<file path="src/rtl/fetch_sequencer_pkg.sv">
// Shared types and constants for the instruction fetch sequencer.
// The optional FETCH_PERF_CNT_EN build adds fetch/redirect counters to the top.
package fetch_pkg;

  typedef enum logic [1:0] {
    IDLE  = 2'd0,
    FETCH = 2'd1,
    HOLD  = 2'd2
  } state_t;

  localparam logic [1:0] JMP_ALWAYS = 2'b00;
  localparam logic [1:0] JMP_Z      = 2'b01;
  localparam logic [1:0] JMP_NZ     = 2'b10;
  localparam logic [1:0] JMP_N      = 2'b11;

  // Field positions counted down from INSTR_W (the MSB index of each field).
  localparam int OP_OFS    = 1;
  localparam int INST_OFS  = 3;
  localparam int IMMIN_OFS = 5;
  localparam int OP_W      = 2;
  localparam int INST_W    = 2;

endpackage

</file>
<file path="src/rtl/fetch_sequencer_if.sv">
// Bundle of the instruction-memory port and the decode-side port of fetch_sequencer.
// Handshakes: imem_req/imem_addr hold until imem_valid; instr/pc_out hold while dec_valid until dec_valid&dec_ready.
interface fetch_sequencer_if #(
  parameter int PC_W    = 32,
  parameter int INSTR_W = 32
);
  logic               imem_req;
  logic [PC_W-1:0]    imem_addr;
  logic [INSTR_W-1:0] imem_rdata;
  logic               imem_valid;
  logic [INSTR_W-1:0] instr;
  logic [1:0]         op;
  logic [1:0]         inst;
  logic               immin;
  logic [PC_W-1:0]    pc_out;
  logic               dec_valid;
  logic               dec_ready;
  logic               wpc;
  logic [1:0]         jmpF;
  logic               flag_z;
  logic               flag_n;
  logic [PC_W-1:0]    jmp_target;

  modport master (
    output imem_req, imem_addr, instr, op, inst, immin, pc_out, dec_valid,
    input  imem_rdata, imem_valid, dec_ready, wpc, jmpF, flag_z, flag_n, jmp_target
  );

  modport slave (
    input  imem_req, imem_addr, instr, op, inst, immin, pc_out, dec_valid,
    output imem_rdata, imem_valid, dec_ready, wpc, jmpF, flag_z, flag_n, jmp_target
  );
endinterface

</file>
<file path="src/rtl/fetch_sequencer_jump_cond_eval.sv">
// Combinational evaluation of the jump condition selected by jmpF against the ALU flags.
module jump_cond_eval
  import fetch_pkg::*;
(
  input  logic [1:0] jmpF,
  input  logic       flag_z,
  input  logic       flag_n,
  output logic       take
);

  always_comb begin
    take = 1'b0;
    case (jmpF)
      JMP_ALWAYS: take = 1'b1;
      JMP_Z:      take = flag_z;
      JMP_NZ:     take = ~flag_z;
      JMP_N:      take = flag_n;
    endcase
  end

endmodule

</file>
<file path="src/rtl/fetch_sequencer.sv">
// Instruction fetch sequencer: owns the PC, issues one imem read at a time, holds the word for decode.
// Define FETCH_PERF_CNT_EN to add saturating fetch_count/redirect_count outputs.
module fetch_sequencer
  import fetch_pkg::*;
#(
  parameter int              PC_W     = 32,
  parameter int              INSTR_W  = 32,
  parameter logic [PC_W-1:0] RESET_PC = '0,
  parameter logic [PC_W-1:0] PC_STEP  = PC_W'(4)
) (
  input  logic                  clk,
  input  logic                  rst,
  fetch_sequencer_if.master     bus,
  output state_t                state_dbg
`ifdef FETCH_PERF_CNT_EN
  ,
  output logic [31:0]           fetch_count,
  output logic [31:0]           redirect_count
`endif
);

  state_t          state, state_nx;
  logic [PC_W-1:0] pc;
  logic            take;
  logic            accept;
  logic            hs;

  jump_cond_eval u_cond (
    .jmpF   (bus.jmpF),
    .flag_z (bus.flag_z),
    .flag_n (bus.flag_n),
    .take   (take)
  );

  assign accept = (state == FETCH) && bus.imem_valid;
  assign hs     = (state == HOLD) && bus.dec_ready;

  always_ff @(posedge clk) begin
    if (rst) state <= IDLE;
    else     state <= state_nx;
  end

  always_comb begin
    state_nx = state;
    case (state)
      IDLE:    state_nx = FETCH;
      FETCH:   if (bus.imem_valid) state_nx = HOLD;
      HOLD:    if (bus.dec_ready)  state_nx = FETCH;
      default: state_nx = IDLE;
    endcase
  end

  always_comb begin
    bus.imem_req  = 1'b0;
    bus.dec_valid = 1'b0;
    case (state)
      FETCH:   bus.imem_req  = 1'b1;
      HOLD:    bus.dec_valid = 1'b1;
      default: ;
    endcase
  end

  // Jump inputs matter only in the handshake cycle; PC wraps silently.
  always_ff @(posedge clk) begin
    if (rst)     pc <= RESET_PC;
    else if (hs) pc <= (bus.wpc && take) ? bus.jmp_target : pc + PC_STEP;
  end

  always_ff @(posedge clk) begin
    if (rst) begin
      bus.instr  <= '0;
      bus.pc_out <= '0;
    end else if (accept) begin
      bus.instr  <= bus.imem_rdata;
      bus.pc_out <= pc;
    end
  end

  assign bus.imem_addr = pc;
  assign bus.op        = bus.instr[INSTR_W-OP_OFS -: OP_W];
  assign bus.inst      = bus.instr[INSTR_W-INST_OFS -: INST_W];
  assign bus.immin     = bus.instr[INSTR_W-IMMIN_OFS];
  assign state_dbg     = state;

`ifdef FETCH_PERF_CNT_EN
  always_ff @(posedge clk) begin
    if (rst) begin
      fetch_count    <= '0;
      redirect_count <= '0;
    end else begin
      if (accept && (fetch_count != '1))
        fetch_count <= fetch_count + 32'd1;
      if (hs && bus.wpc && take && (redirect_count != '1))
        redirect_count <= redirect_count + 32'd1;
    end
  end
`endif

endmodule
</file>
<file path="src/flat_wrapper.sv">
// flat-port wrapper written by rule: the top's interface ports become plain ports
module fetch_sequencer_flat import fetch_pkg::*;
#(
  parameter int              PC_W     = 32,
  parameter int              INSTR_W  = 32,
  parameter logic [PC_W-1:0] RESET_PC = '0,
  parameter logic [PC_W-1:0] PC_STEP  = PC_W'(4)
)
  (clk, rst, state_dbg, bus_imem_req, bus_imem_addr, bus_instr, bus_op, bus_inst, bus_immin, bus_pc_out, bus_dec_valid, bus_imem_rdata, bus_imem_valid, bus_dec_ready, bus_wpc, bus_jmpF, bus_flag_z, bus_flag_n, bus_jmp_target);
  fetch_sequencer_if #(.PC_W(PC_W), .INSTR_W(INSTR_W)) bus_i ();
  input  logic clk;
  input  logic rst;
  output state_t state_dbg;
  output wire logic [$bits(bus_i.imem_req)-1:0] bus_imem_req;
  output wire logic [$bits(bus_i.imem_addr)-1:0] bus_imem_addr;
  output wire logic [$bits(bus_i.instr)-1:0] bus_instr;
  output wire logic [$bits(bus_i.op)-1:0] bus_op;
  output wire logic [$bits(bus_i.inst)-1:0] bus_inst;
  output wire logic [$bits(bus_i.immin)-1:0] bus_immin;
  output wire logic [$bits(bus_i.pc_out)-1:0] bus_pc_out;
  output wire logic [$bits(bus_i.dec_valid)-1:0] bus_dec_valid;
  input wire logic [$bits(bus_i.imem_rdata)-1:0] bus_imem_rdata;
  input wire logic [$bits(bus_i.imem_valid)-1:0] bus_imem_valid;
  input wire logic [$bits(bus_i.dec_ready)-1:0] bus_dec_ready;
  input wire logic [$bits(bus_i.wpc)-1:0] bus_wpc;
  input wire logic [$bits(bus_i.jmpF)-1:0] bus_jmpF;
  input wire logic [$bits(bus_i.flag_z)-1:0] bus_flag_z;
  input wire logic [$bits(bus_i.flag_n)-1:0] bus_flag_n;
  input wire logic [$bits(bus_i.jmp_target)-1:0] bus_jmp_target;
  assign bus_imem_req = bus_i.imem_req;
  assign bus_imem_addr = bus_i.imem_addr;
  assign bus_instr = bus_i.instr;
  assign bus_op = bus_i.op;
  assign bus_inst = bus_i.inst;
  assign bus_immin = bus_i.immin;
  assign bus_pc_out = bus_i.pc_out;
  assign bus_dec_valid = bus_i.dec_valid;
  assign bus_i.imem_rdata = bus_imem_rdata;
  assign bus_i.imem_valid = bus_imem_valid;
  assign bus_i.dec_ready = bus_dec_ready;
  assign bus_i.wpc = bus_wpc;
  assign bus_i.jmpF = bus_jmpF;
  assign bus_i.flag_z = bus_flag_z;
  assign bus_i.flag_n = bus_flag_n;
  assign bus_i.jmp_target = bus_jmp_target;
  fetch_sequencer #(.PC_W(PC_W), .INSTR_W(INSTR_W), .RESET_PC(RESET_PC), .PC_STEP(PC_STEP)) u_core (.clk(clk), .rst(rst), .bus(bus_i), .state_dbg(state_dbg));
endmodule
</file>
<file path="config.mk">
export PLATFORM = sky130hd
export DESIGN_NAME = fetch_sequencer_flat
export DESIGN_NICKNAME = d
export VERILOG_FILES = /design/src/rtl/fetch_sequencer_pkg.sv /design/src/rtl/fetch_sequencer_if.sv /design/src/rtl/fetch_sequencer_jump_cond_eval.sv /design/src/rtl/fetch_sequencer.sv /design/src/flat_wrapper.sv
export SDC_FILE = /design/constraint.sdc
export NUM_CORES = 1
export LEC_CHECK = 0
export ABC_AREA = 1
export CAP_MARGIN = 10
export CORE_ASPECT_RATIO = 1.75
export CORE_MARGIN = 4
export CORE_UTILIZATION = 35
export DETAILED_ROUTE_END_ITERATION = 8
export PLACE_DENSITY = 0.66
export SYNTH_ARGS = -nofsm -noshare
export SYNTH_HDL_FRONTEND = slang
export SYNTH_SLANG_ARGS = --single-unit
</file>
<file path="constraint.sdc">
create_clock -name clk -period 1.54 [get_ports clk]
set_input_delay 0.308 -clock clk [delete_from_list [all_inputs] [get_ports clk]]
set_output_delay 0.308 -clock clk [all_outputs]
set_load 0.01 [all_outputs]
</file>
Yosys cells after proc, flatten, opt, wreduce, memory -nomap -nowiden:

Index checks and enable logic that the tools add are counted.

* bits in registers: 98
* bits in latches: 0
* bits in writable memories: 0
* memory bits (read-only): 0
* input bits: 73
* output and inout port bits: 105
* logic and storage cells: 26
* memories: 0

* add/subtract/negate cells: 1
* $mul: 0
* divide/modulo/power cells: 0
* order comparisons: 0
* equal/unequal tests: 7
* shifts and indexed selects: 0
* mux-type cells: 7
* bitwise operators: 1
* reductions and logical operators: 6

Operators with widths (number)
* adder 32 x 3 -> 32 bit, second input constant: 1
* two-way mux 32 bit: 1
* equality test 2 bit, second input constant: 3
* case mux 2 bit (3 select lines): 1
* equality test 2 x 1 -> 1 bit, second input constant: 2
* logical NOT 2 bit: 2
* two-way mux 2 bit: 2
* inequality test 2 bit, second input constant: 2
* case mux 1 bit (4 select lines): 1
* logical AND 1 bit: 3
* two-way mux 1 bit: 2
* AND reduction 2 bit: 1
* NOT 1 bit: 1

Longest topological paths before layout:

Gate-level depths: netlist of run 1.

* depth after elaboration: 4
* gate-level depth with buffers: 10
* depth with buffers taken out: 10

Modules after synthesis:

Synthesis of run 1 repeated with hierarchy kept, for this count alone.

* cells, all modules: 709
* area total of the unflattened synthesis: 4829.6 sq um

Modules (own cells, without submodules)
* fetch_sequencer: times used 1, cells an instance 702, area an instance 4800.9 sq um, sequential area each 1961.9 sq um
* jump_cond_eval: times used 1, cells an instance 7, area an instance 28.8 sq um, sequential area each 0.0 sq um

Worst setup path after synthesis of run 1:

No wires, ideal clock.

* path type: register to register
* from: register u_core.pc[3], in the netlist u_core.bus.imem_addr[3]
* to: register u_core.pc[22], in the netlist u_core.bus.imem_addr[22]
* library setup time: 0.132 ns
* data arrival time: 1.336 ns
* required time: 1.408 ns
* slack: 0.072 ns
* stages on the path, launching flop included: 11
* cells stage by stage: dfxtp_1 ha_1 nand2_1 nor2_4 nand2_2 nor2_4 nand2_1 nand2_1 nand3_1 nand2_1 a21oi_1

* longest elaborated chain between the ends: 2

RTL lines
* start: declaration: line fetch_sequencer.sv:23 `logic [PC_W-1:0] pc;`
* start signal: assignment: line fetch_sequencer.sv:66 `else if (hs) pc <= (bus.wpc && take) ? bus.jmp_target : pc + PC_STEP;`
* adder 32 x 3 -> 32 bit: line fetch_sequencer.sv:66
* two-way mux 32 bit: line fetch_sequencer.sv:66

No other way between the ends.
A chain may end at the register's enable or synchronous reset.

Worst setup path after layout of run 1:

* from: register u_core.pc[2], in the netlist u_core.bus.imem_addr[2]
* to: register u_core.pc[12], in the netlist u_core.bus.imem_addr[12]

Same word-level chain as after synthesis.

==> out/results.tsv, run 1 <==
metric	value	unit
Clock Power Share	39.8	%
Chip Width	95.3	microns
Max Cap Violations	0	
final setup fails	2	
sw power	1450	uW
Power Dens Cells	760	nW/um^2
sequential share of power	46.0	%
Core Area	13000	sq um
Seq/Total Area, Yosys	42.1	%
internal power	4240	uW
starting density of the core	35.9	%
worst slew pin tran	0.431	ns
WL final	17600	microns
CP required	1.78	ns
Setup WS pre-CTS	-0.333	ns
Crit. path cell count	9	
Worst Setup Start Kind	register	
chip height	161	microns
Min-Delay Path Class	primary input to register	
Crit Path Category	register to register	
Clock Skew	0.00708	ns
PnR worst setup slack	-0.0251	ns
final-report hold violation count	0	
gr usage total	21.6	%
Via density	5.10	
io pins	178	
nets	955	
Cells after Synth	674	
CTS tree	yes	
share of cells above drive strength 1	16.8	%
Period Utilization, post-route	102	%
failing checks	negative setup slack	
GPL Wtd Cong	0.914	
total CTS buffers	9	
most frequent cells in the layout	166 x nand2_1, 91 x nand3_1, 86 x dlygate4sd2_1	
slowest CP cell	dfxtp_4	
count of cell types in the netlist	26	
Skew-Pair Late Insertion Delay	0.35	ns
worst setup path startpoint	u_core.bus.imem_addr[2]$_SDFFE_PP0N_	
Yosys top cell by area	dfxtp_1	
hold_ws	0.442	ns
Combinational Power Share	14.3	%
most common cell after layout, fill and taps aside	nand2_1	
CP bufs+invs	1	
crit path capture	u_core.bus.imem_addr[12]$_SDFFE_PP0N_	
top cell type's share of synthesized area	42.1	%
Critical Path, Cell by Cell	ha_4 -> nand2_4 -> nor2_4 -> nand2_4 -> nor2_4 -> buf_4 -> nand4_1 -> o211ai_1 -> nor2_1	
Max Fclk	639	MHz
Clk pin slew, worst setup/hold paths	0.07	ns
number of enable flip-flop cells after synthesis	0	
synthesis-to-layout area growth	60.5	%
DR iter-0 viols	217	
worst-path fanout max	4	
FF/Latch Area	2010	sq um
Syn Nets	748	
Final Slew Violations	0	
Synth Cell Area	4660	sq um
clock root cell	clkbuf_16	
FP Rows	55	
vias in the first global route	5302	
global-route wire length before repair	26300	microns
Syn. warnings	0	
Multi-input gate area	2390	sq um
RSZ-0062 raised after global routing	true	
Crit. End Element	register	
CP peak stage delay	0.37	ns
Final ANT Viol Nets	0	
CTS Sinks	98	
Hold-fix buffers, CTS	0	
Die Area	15300	sq um
final routed DRC violation total	0	
Pre-Repair DR Iteration Count	4	
Longest Clk Path Bufs	2	
total number of vias	5391	
DP Area	6930	sq um
Main synth FF type	dfxtp_1	
FF+latch count, synth	98	
setup slack, reg-to-reg	-0.03	ns
Area contributors post-synth	dfxtp_1 42%, nand2_1 14%, nand3_1 9.9%, a21oi_1 9.2%, inv_1 3.8%	
CP top delay family	simple AND/OR/NAND/NOR gates	
outcome	finished with violations	
synthesized area per cell	6.92	sq um
gr ovfl total	0	
max_slew headroom	71.3	%
fin area	7480	sq um
H-tree Lvls	3	
port buffer count	177	
maximum VDD drop	0.529	mV
P_leak	0.00352	uW
antenna violations before repair	1	
r2r startpoint	u_core.bus.imem_addr[2]$_SDFFE_PP0N_	
crit path DAT	1.80	ns
r2r worst-path depth	9	
Switching Fraction	25.4	%
Fillers	1209	
Post-synth ARST share	0	%
Min Clock Period, post-route	1.57	ns
largest net degree at the start of global routing	54	
Detail Placement HPWL	12500	microns
Reg-to-Reg End	u_core.bus.imem_addr[12]$_SDFFE_PP0N_	
WL per Instance	16.6	microns
==> kinds of logic after synthesis <==
family	synth area share, %
flops	42.1
buf+inv	9.28
fa+ha+maj	0.268
compound gates	16.4
xor+xnor	0.188
simple gates	31.8
==> state kept, by name (all words and copies together) (netlist names) <==
name and cells:
u_core.bus.imem_addr 32, u_core.bus.pc_out 32, u_core.state_dbg 2, u_core.bus.instr 32
==> power groups by stage <==
stage / logic [uW] / clock network (uW) / registers, uW
2_1_floorplan: 300 / 0 / 2710
3_3_place_gp: 782 / 0 / 2680
3_5_place_dp: 793 / 0 / 2680
4_1_cts: 762 / 2310 / 2620
5_1_grt: 875 / 2430 / 2620
6_report: 813 / 2260 / 2610
==> what timing repair did <==
action,4_1_cts,5_1_grt
resized for setup,120,63
pin swaps,1,19
gates cloned,0,4
endpoints found under the setup margin,100,54
buffers inserted,0,6
==> layout make-up <==
class | count | share of cell area (%)
antenna | 1 | 0.0334
clock buffer | 9 | 3.01
clock inverter | 6 | 0.919
inverter | 49 | 2.49
multi-input combinational | 478 | 31.9
sequential | 98 | 26.8
tap | 171 | 2.86
timing repair buffer | 245 | 31.9
==> worst min-delay path by stage <==
stage	from	slack, ns	cells past startpoint	endpoint
floorplan	bus_jmp_target[0]	0.44	2	u_core.bus.imem_addr[0]$_SDFFE_PP0P_
global placement	u_core.bus.pc_out[30]$_SDFFE_PP0P_	0.45	2	u_core.bus.pc_out[30]$_SDFFE_PP0P_
detailed placement	u_core.bus.instr[0]$_SDFFE_PP0P_	0.45	2	u_core.bus.instr[0]$_SDFFE_PP0P_
CTS	rst	0.43	3	u_core.bus.imem_addr[10]$_SDFFE_PP0N_
global route	rst	0.47	3	u_core.bus.imem_addr[20]$_SDFFE_PP0N_
finish	rst	0.44	5	u_core.bus.imem_addr[5]$_SDFFE_PP0N_
==> stage by stage <==
stage	utilization, %	cells	TNS, ns	power [uW]
after floorplan	-	674	0	3010
after global placement	53.3	1031	-7.37	3460
after detailed placement	53.3	1031	-8.41	3470
after CTS	55.2	1046	-0.0217	5690
after global routing	57.5	1057	-0.496	5930
final	57.5	1057	-0.0291	5690
==> synth_stat cells, types with 2 or more instances <==
library cell,count
nor2_4,6
o211ai_1,19
nand3_1,92
buf_1,3
buf_2,13
nor2_1,45
dfxtp_1,98
o21ai_0,24
nand4_1,9
a21oi_1,86
inv_2,2
nor2_2,5
nand2_1,173
inv_1,47
buf_6,2
a211oi_1,8
clkbuf_1,22
nand2_2,4
buf_4,9
==> per-layer routing <==
metal	GRT usage (%)	routed length, microns	part of all wire, %
met5	0	0	0
met4	10.1	793	4.5
met3	4.12	1230	7.0
met2	38.4	9230	52
met1	24.1	6330	36
==> worst register-to-register path, stage by stage, from the launching register on <==
cell and delay [ns]:
dfxtp_4 0.37, ha_4 0.15, nand2_4 0.06, nor2_4 0.18, nand2_4 0.13, nor2_4 0.16, buf_4 0.14, nand4_1 0.11
o211ai_1 0.11, nor2_1 0.05
Note: power is estimated with default switching activity, not from simulation.
==> inputs of run 2 (changes only) <==
--- a/config.mk
+++ b/config.mk
@@ -15,3 +15,4 @@
 export SYNTH_ARGS = -nofsm -noshare
 export SYNTH_HDL_FRONTEND = slang
 export SYNTH_SLANG_ARGS = --single-unit
+export TNS_END_PERCENT = 5
==> out/results.tsv, run 2 (same netlist as run 1, synthesis figures left out) <==
metric	value	unit
outcome	completed	
Min Clock Period, post-route	1.53	ns
DR iter-0 viols	223	
Final Slew Violations	0	
setup slack, reg-to-reg	0.01	ns
hold_ws	0.440	ns
Longest Clk Path Bufs	2	
Min-Delay Path Class	primary input to register	
Switching Fraction	25.2	%
Setup WS pre-CTS	-0.333	ns
crit path DAT	1.75	ns
final-report hold violation count	0	
share of cells above drive strength 1	15.5	%
hold path depth	3	
Final ANT Viol Nets	0	
most frequent cells in the layout	170 x nand2_1, 92 x nand3_1, 85 x a21oi_1	
Crit. End Element	register	
internal power	4220	uW
total number of vias	5324	
Max Cap Violations	0	
synthesis-to-layout area growth	56.6	%
port buffer count	177	
Skew-Pair Late Insertion Delay	0.34	ns
RSZ-0062 raised after global routing	true	
Clock Skew	0.00701	ns
CP peak stage delay	0.38	ns
Pre-Repair DR Iteration Count	4	
Detail Placement HPWL	12500	microns
WL per Instance	16.0	microns
Layout Cells excl Fill	1049	
total CTS buffers	9	
P_leak	0.00338	uW
global-route wire length before repair	26200	microns
total power	5640	uW
Crit Path Category	register to register	
CTS Sinks	98	
gr usage total	21.6	%
Hold-fix buffers, CTS	0	
GPL Wtd Cong	0.914	
H-tree Lvls	3	
gr ovfl total	0	
vias in the first global route	5295	
Core Area	13000	sq um
antenna violations before repair	1	
io pins	178	
PnR worst setup slack	0.0112	ns
Via density	5.08	
Worst Setup Start Kind	register	
Clk pin slew, worst setup/hold paths	0.07	ns
Combinational Power Share	13.5	%
clock root cell	clkbuf_16	
max_slew headroom	71.6	%
Period Utilization, post-route	99.3	%
maximum VDD drop	0.510	mV
Top cell by count, worst path	nand2_1	
Power Dens Cells	771	nW/um^2
r2r worst-path depth	10	
nets	947	
sequential share of power	46.4	%
CTS tree	yes	
sw power	1420	uW
WL final	16800	microns
worst-path fanout max	4	
DP Cell Count	1031	
largest net degree at the start of global routing	54	
Clock Power Share	40.0	%
final setup fails	0	
Die Area	15300	sq um
CP required	1.76	ns
worst slew pin tran	0.426	ns
Max Fclk	654	MHz
Critical Path, Cell by Cell	ha_4 -> nand2_2 -> nor2_4 -> nand2_2 -> nor2_2 -> nand2_1 -> nand2_1 -> nand3_1 -> nand2_1 -> a21oi_1	
Chip Width	95.3	microns
most common cell after layout, fill and taps aside	nand2_1	
final routed DRC violation total	0	
chip height	161	microns
FP Rows	55	
starting density of the core	35.9	%
slowest CP cell	dfxtp_4	
==> run 2: cell count changes in the layout (fill, tap and decap cells not counted), moves of 3 or more <==
cell | before | now
a211oi_2 | 0 | 4
nand2_1 | 166 | 170
clkbuf_16 | 13 | 9
dlymetal6s2s_1 | 21 | 18
clkdlybuf4s50_1 | 66 | 70
a211oi_1 | 8 | 4
==> run 2: final cells by class <==
cell class                      count  area [sq um]
Timing Repair Buffer              237          2250
Antenna cell                        1          2.50
Multi-Input combinational cell    478          2360
Clock buffer                        9           225
Sequential cell                    98          2010
Inverter                           49           184
Clock inverter                      6          68.8
Tap cell                          171           214
Fill cell                        1232          5700
==> run 2: through the flow <==
stage | util, % | setup TNS, ns | instance area (sq um)
after global routing | 56.2 | -0.935 | 7310
after CTS | 55.1 | -0.181 | 7160
final | 56.2 | 0 | 7310
after detailed placement | 53.3 | -8.41 | 6930
after global placement | 53.3 | -7.37 | 6930
after floorplan | - | 0 | 4660
==> run 2: worst paths after layout <==
check	startpoint	to
hold / removal	rst	u_core.bus.imem_addr[20]$_SDFFE_PP0N_
hold reg to reg	u_core.bus.instr[13]$_SDFFE_PP0P_	u_core.bus.instr[13]$_SDFFE_PP0P_
setup / recovery	u_core.bus.imem_addr[2]$_SDFFE_PP0N_	u_core.bus.imem_addr[30]$_SDFFE_PP0N_
setup reg to reg	u_core.bus.imem_addr[2]$_SDFFE_PP0N_	u_core.bus.imem_addr[30]$_SDFFE_PP0N_
==> run 2: power groups by stage <==
stage	registers (uW)	logic, uW	clock network (uW)
after floorplan	2710	300	0
after global placement	2680	782	0
after detailed placement	2680	793	0
after CTS	2620	762	2310
after global routing	2620	827	2430
final	2620	763	2260
==> run 2: worst max-delay path, delay by kind of cell, from the launching register on <==
kind	cells	cell delay [ns]
DFF	1	0.38
and+or+nand+nor	8	0.85
AOI/OAI and AO/OA	1	0.05
adders and majority gates	1	0.14
==> run 2: metal layers <==
metal  global-route usage [%]  share of wire (%)  vias up
met5                        0                  0        -
met4                     9.79                4.0        0
met3                     3.94                6.7       43
met2                     38.5                 52      190
met1                     24.2                 37     2459
li1                         -                  -     2632
==> run 2: what timing repair did <==
item,in CTS,in global routing
setup buffers,0,2
pin swaps,0,7
resized for setup,116,51
endpoints found under the setup margin,100,54
